`src/rtl/secuenciador_rampa_motor.sv`:
```
// ---------------------------------------------------------------------------
// secuenciador_rampa_motor
//
// Soft-start ramp sequencer for the motor driver stage.  The operator
// commands (Rapido, Lento, Parar) and the fault input (Falla) are arbitrated
// into a single target level.  The sequencer then walks the drive through
// 30 % -> 50 % -> 100 %, waiting a programmable dwell at each intermediate
// step.  The active drive level is presented as one-hot select lines.
//
// Optional build macro: SOFT_STOP_EN
//   When defined, a stop issued from 50 % or 100 % passes through a soft-stop
//   phase (BAJANDO) that holds 30 % drive for T_BAJA cycles before IDLE.
//   When undefined, every stop returns to IDLE at the next edge.
//
// Ports:
//   clk       in   system clock, rising edge
//   reset     in   asynchronous reset, active low
//   Rapido    in   request full speed (target 100 %)
//   Lento     in   request slow speed (target 50 %)
//   Parar     in   request stop (target 0 %)
//   Falla     in   fault, level sensitive, highest priority
//   out_30    out  drive select 30 %
//   out_50    out  drive select 50 %
//   out_100   out  drive select 100 %
//   rampando  out  ramp in progress (S30, S50 heading to 100, BAJANDO)
//   listo     out  current level equals target level
//   estado    out  state code for debug/status
// ---------------------------------------------------------------------------
module secuenciador_rampa_motor #(
    parameter int CNT_W  = 16,
    parameter int T_30   = 1000,
    parameter int T_50   = 1000,
    parameter int T_BAJA = 500
) (
    input  logic       clk,
    input  logic       reset,
    input  logic       Rapido,
    input  logic       Lento,
    input  logic       Parar,
    input  logic       Falla,
    output logic       out_30,
    output logic       out_50,
    output logic       out_100,
    output logic       rampando,
    output logic       listo,
    output logic [2:0] estado
);

    typedef enum logic [2:0] {
        IDLE    = 3'b000,
        S30     = 3'b001,
        S50     = 3'b010,
        S100    = 3'b011,
        BAJANDO = 3'b100,
        FALLA   = 3'b101
    } state_t;

    typedef enum logic [1:0] {
        TGT_0   = 2'd0,
        TGT_50  = 2'd1,
        TGT_100 = 2'd2
    } target_t;

    // Last count value of each dwell; the exit is taken on this value so the
    // counter never needs to go past it.
    localparam logic [CNT_W-1:0] LAST_30   = CNT_W'(T_30 - 1);
    localparam logic [CNT_W-1:0] LAST_50   = CNT_W'(T_50 - 1);
    localparam logic [CNT_W-1:0] LAST_BAJA = CNT_W'(T_BAJA - 1);

    state_t           state, state_next;
    target_t          target, target_next;
    logic [CNT_W-1:0] cnt, cnt_next;
    state_t           stop_state;

    // State, target and dwell counter registers.
    always_ff @(posedge clk or negedge reset) begin
        if (!reset) begin
            state  <= IDLE;
            target <= TGT_0;
            cnt    <= '0;
        end else begin
            state  <= state_next;
            target <= target_next;
            cnt    <= cnt_next;
        end
    end

    // Command arbitration: fault and stop force zero, full speed beats slow
    // speed, and with no command the previous target is kept.
    always_comb begin
        target_next = target;
        if (Falla || Parar) begin
            target_next = TGT_0;
        end else if (Rapido) begin
            target_next = TGT_100;
        end else if (Lento) begin
            target_next = TGT_50;
        end
    end

    // Where a stop from 50 % or 100 % lands.  A stop from 30 % always goes
    // straight to IDLE since the drive is already at the lowest step.
    always_comb begin
`ifdef SOFT_STOP_EN
        stop_state = BAJANDO;
`else
        stop_state = IDLE;
`endif
    end

    // Next-state logic.  The freshly arbitrated target is used so that a
    // command acts on the same edge it is sampled.  A fault overrides all.
    always_comb begin
        state_next = state;
        if (Falla) begin
            state_next = FALLA;
        end else begin
            unique case (state)
                IDLE: begin
                    if (target_next != TGT_0) state_next = S30;
                end
                S30: begin
                    if (target_next == TGT_0)  state_next = IDLE;
                    else if (cnt == LAST_30)   state_next = S50;
                end
                S50: begin
                    if (target_next == TGT_0)  state_next = stop_state;
                    else if (target_next == TGT_100 && cnt == LAST_50)
                        state_next = S100;
                end
                S100: begin
                    if (target_next == TGT_0)       state_next = stop_state;
                    else if (target_next == TGT_50) state_next = S50;
                end
                BAJANDO: begin
                    if (target_next != TGT_0)  state_next = S30;
                    else if (cnt == LAST_BAJA) state_next = IDLE;
                end
                FALLA: begin
                    state_next = IDLE;
                end
                default: begin
                    state_next = IDLE;
                end
            endcase
        end
    end

    // Dwell counter: restarts on any state change.  In S50 it only runs while
    // heading for 100 %; parked at 50 % it stays at zero so a later Rapido
    // always gets the full 50 % dwell.
    always_comb begin
        cnt_next = '0;
        if (state_next == state) begin
            unique case (state)
                S30, BAJANDO: cnt_next = cnt + 1'b1;
                S50:          cnt_next = (target_next == TGT_100) ? cnt + 1'b1 : '0;
                default:      cnt_next = '0;
            endcase
        end
    end

    // Moore output decode from the registered state and target.
    always_comb begin
        estado   = state;
        out_30   = (state == S30) || (state == BAJANDO);
        out_50   = (state == S50);
        out_100  = (state == S100);
        rampando = (state == S30) || (state == BAJANDO) ||
                   (state == S50 && target == TGT_100);
        listo    = (state == IDLE && target == TGT_0)  ||
                   (state == S50  && target == TGT_50) ||
                   (state == S100 && target == TGT_100);
    end

endmodule

```
`config.mk`:
```
export PLATFORM = sky130hd
export DESIGN_NAME = secuenciador_rampa_motor
export DESIGN_NICKNAME = d
export VERILOG_FILES = /design/src/rtl/secuenciador_rampa_motor.sv
export SDC_FILE = /design/constraint.sdc
export NUM_CORES = 1
export LEC_CHECK = 0
export CELL_PAD_IN_SITES_DETAIL_PLACEMENT = 1
export CELL_PAD_IN_SITES_GLOBAL_PLACEMENT = 1
export CORE_MARGIN = 10
export CORE_UTILIZATION = 25
export CTS_BUF_LIST = sky130_fd_sc_hd__clkbuf_8
export DETAILED_ROUTE_END_ITERATION = 8
export GPL_ROUTABILITY_DRIVEN = 0
export PLACE_DENSITY_LB_ADDON = 0.2
export SYNTH_ARGS = -nofsm -noshare
export SYNTH_HDL_FRONTEND = slang
export SYNTH_SLANG_ARGS = --single-unit
```
`constraint.sdc`:
```
create_clock -name clk -period 2.8 [get_ports clk]
set_input_delay 0.7 -clock clk [delete_from_list [all_inputs] [get_ports clk]]
set_output_delay 0.7 -clock clk [all_outputs]
set_load 0.02 [all_outputs]
```
==> metrics.md <==
| Metric | Value |
|---|---|
| Status | completed |
| Met3 WL | 134 um |
| Skew final | 1.46 ps |
| FMAX | 0.373 GHz |
| Total length of routed wires | 3550 um |
| Reg2reg start | cnt[0] |
| Gr ovfl total | 0 |
| Yosys warns | 0 |
| Final non-filler cell total | 225 |
| Top cells by area, synth | dfrtp_1 (41%), nor3_1 (7.8%), xnor2_1 (6.1%), xor2_1 (4.8%), nor2_1 (3.8%) |
| R2R depth | 7 |
| CP required | 2100 ps |
| Fin util | 0.315 |
| RSZ-0062 raised after global routing | false |
| Initial antenna violation count | 0 |
| Max Cap Viol | 0 |
| Crit path arrival time | 1980 ps |
| Hold_sp | cnt[0] |
| M1 WL | 1540 um |
| Post-synth top cells | dfrtp_1 (21), nor3_1 (20), nor2_1 (13), nand2_1 (9), xnor2_1 (9) |
| Syn Area/Cell | 9.63 sq um |
| Power consumption | 637 uW |
| DIE WIDTH | 91.8 um |
| Max_slew headroom | 0.499 |
| Number of DRC markers in iteration 0 | 48 |
| IO Pins | 14 |
| Vias in the first global route | 1249 |
| P_int | 458 uW |
| Worst-Margin Slew | 741 ps |
| CTS Buffer Depth | 2 |
| Reg-to-Reg End | cnt[8] |
| Share of the synthesized area in the top cell type | 0.407 |
| Port Buf Inserts | 13 |
| Post-cts hold buffer count | 0 |
| EDFF count, synth | 0 |
| # setup viols final | 0 |
| GRT Util Overall | 0.0885 |
| CORE AREA | 5040 sq um |
| Core Rows | 26 |
| Top-count cell post-synth | dfrtp_1 |
| Worst Hold Class | reg -> reg |
| Clk pin slew, worst setup/hold paths | 80 ps |
| Seq/Total Area, Yosys | 0.407 |
| Crit Path Class | reg -> out |
| Leak | 0.000576 uW |
| Layout area overhead | 23.0% |
| Count of pins over their slew limit | 0 |
| PwrDens | 401 nW/um^2 |
| Diodes inserted | 0 |
| Post-synth ARST share | 1.00 |
| Critical path peak fanout | 10 |
| Sequential Power Share | 0.490 |
| Mapped Cells | 134 |
| Drt drc | 0 |
| H-tree depth | 1 |
| Synth cell types | 38 |
| Tcrit/Tclk final | 0.957 |
| Vias | 1114 |
| Post-DR wirelength/cell | 15.8 um |
| HPWL Detailed | 2570 um |
| Post-Syn Area | 1290 sq um |
| Uppermost layer routed | met4 |
| Antenna Nets Post-Route | 0 |
| Worst skew pair latency | 260 ps |
| Pin count of the biggest net entering global routing | 22 |
| Switching share of power | 0.281 |
| Sum Neg Setup Slack | 0 ps |
| Leading area contributor after synthesis | dfrtp_1 |
| CTS buffer count | 3 |
| Crit start category | flop |
| Die height | 91.8 um |
| Detailed Routing Iterations Pass 1 | 4 |
| Clk sinks | 21 |
| Die area | 8430 sq um |
| Final hold violations | 0 |
| Worst vdd ir | 216 uV |
| WHS Endpoint | cnt[0] |
| Synth Flop Type | dfrtp_1 |
| Layout cells sized above 1 | 0.142 |
| Crit path capture type | primary output |
| Synth Register Bits | 21 |
| Final net count | 163 |
| Minimum clock period | 2680 ps |
| WL met2 | 1830 um |
| TritonCTS clock tree | built |
| Net count after synthesis | 141 |
| Initial core utilization | 0.256 |
| Sw Pwr | 179 uW |
| Vias per cell | 4.95 |
| Placed cells | 220 |
| Reg2reg setup slack | 340 ps |
| Clk pwr share | 0.325 |
| Hold Path Cell Cnt | 1 |
| Worst hold slack | 470 ps |
| Combinational Power Share | 0.185 |
| Clock Tree Root | clkbuf_8 |
| First-pass GRT wire length | 6220 um |
layer usage:
metal | track usage | up-vias
li1 | - | 526
met1 | 0.107 | 566
met2 | 0.153 | 18
met3 | 0.0187 | 4
met4 | 0.0270 | 0
met5 | 0 | -
through the flow:
step,instance area [sq um],worst slack (ps)
5_1_grt,1590,44.1
3_5_place_dp,1520,-182
4_1_cts,1560,88.6
3_3_place_gp,1520,-56.0
2_1_floorplan,1290,373
6_report,1590,122
sequential cells by signal (all words and copies together) (netlist names):
name and count:
cnt 16, estado 3, target 2
cell type report:
type / count / area [sq um]
clock buffer: 3 / 41.3
clock inverter: 1 / 5.00
fill: 594 / 3460
inverter: 6 / 22.5
multi-input combinational: 102 / 694
sequential: 21 / 526
tap: 70 / 87.6
timing repair buffer: 22 / 210
cells by family after synthesis:
kind of cell               after synthesis  share of synthesized area
AOI/OAI and AO/OA                       16                      0.114
xor gates and xnor gates                16                      0.109
adders and majority gates                1                    0.00970
buffers and inverters                   11                     0.0582
DFF                                     21                      0.407
and+or+nand+nor                         69                      0.303
power by group through the flow:
stage          Sequential (uW)  Combinational (uW)  Clock [uW]
2_1_floorplan              320                64.1           0
3_3_place_gp               317                 110           0
3_5_place_dp               318                 113           0
4_1_cts                    312                 114         214
5_1_grt                    314                 130         229
6_report                   312                 118         207
what timing repair did:
action / in CTS / in global routing
setup buffers: 0 / 1
endpoints found under the setup margin: 0 / 17
gates resized for setup: 0 / 1
endpoints found under the hold margin: 0 / 0
worst max-delay path by stage:
stage	from	endpoint	slack (ps)	cells after the start
finish	estado[1]	listo	120	4
global route	estado[1]	listo	40	4
CTS	estado[1]	rampando	90	4
detailed placement	Rapido	cnt[8]	-180	5
global placement	Rapido	cnt[15]	-60	5
floorplan	estado[1]	rampando	370	4
worst max-delay path, stage by stage (launching register included):
cell and delay, ps:
dfrtp_1 510, xor2_1 210, o32a_1 290, nor2_1 80
clkdlybuf4s50_1 610
layout by cell type (no fill, tap or decap), types with 2 or more instances in the layout:
master and n:
nand2_1 9, nor3_1 20, nor4_1 2, inv_1 6, dfrtp_1 21, nand3_1 6
nor2_1 13, o21ai_0 2, xnor2_1 9, clkdlybuf4s50_1 13, a21oi_1 2, buf_4 8
xor2_1 7, o41ai_1 2, clkbuf_8 3, nand4_1 4, and2_1 2, and4_1 2
(Power assumes the default switching activity.)
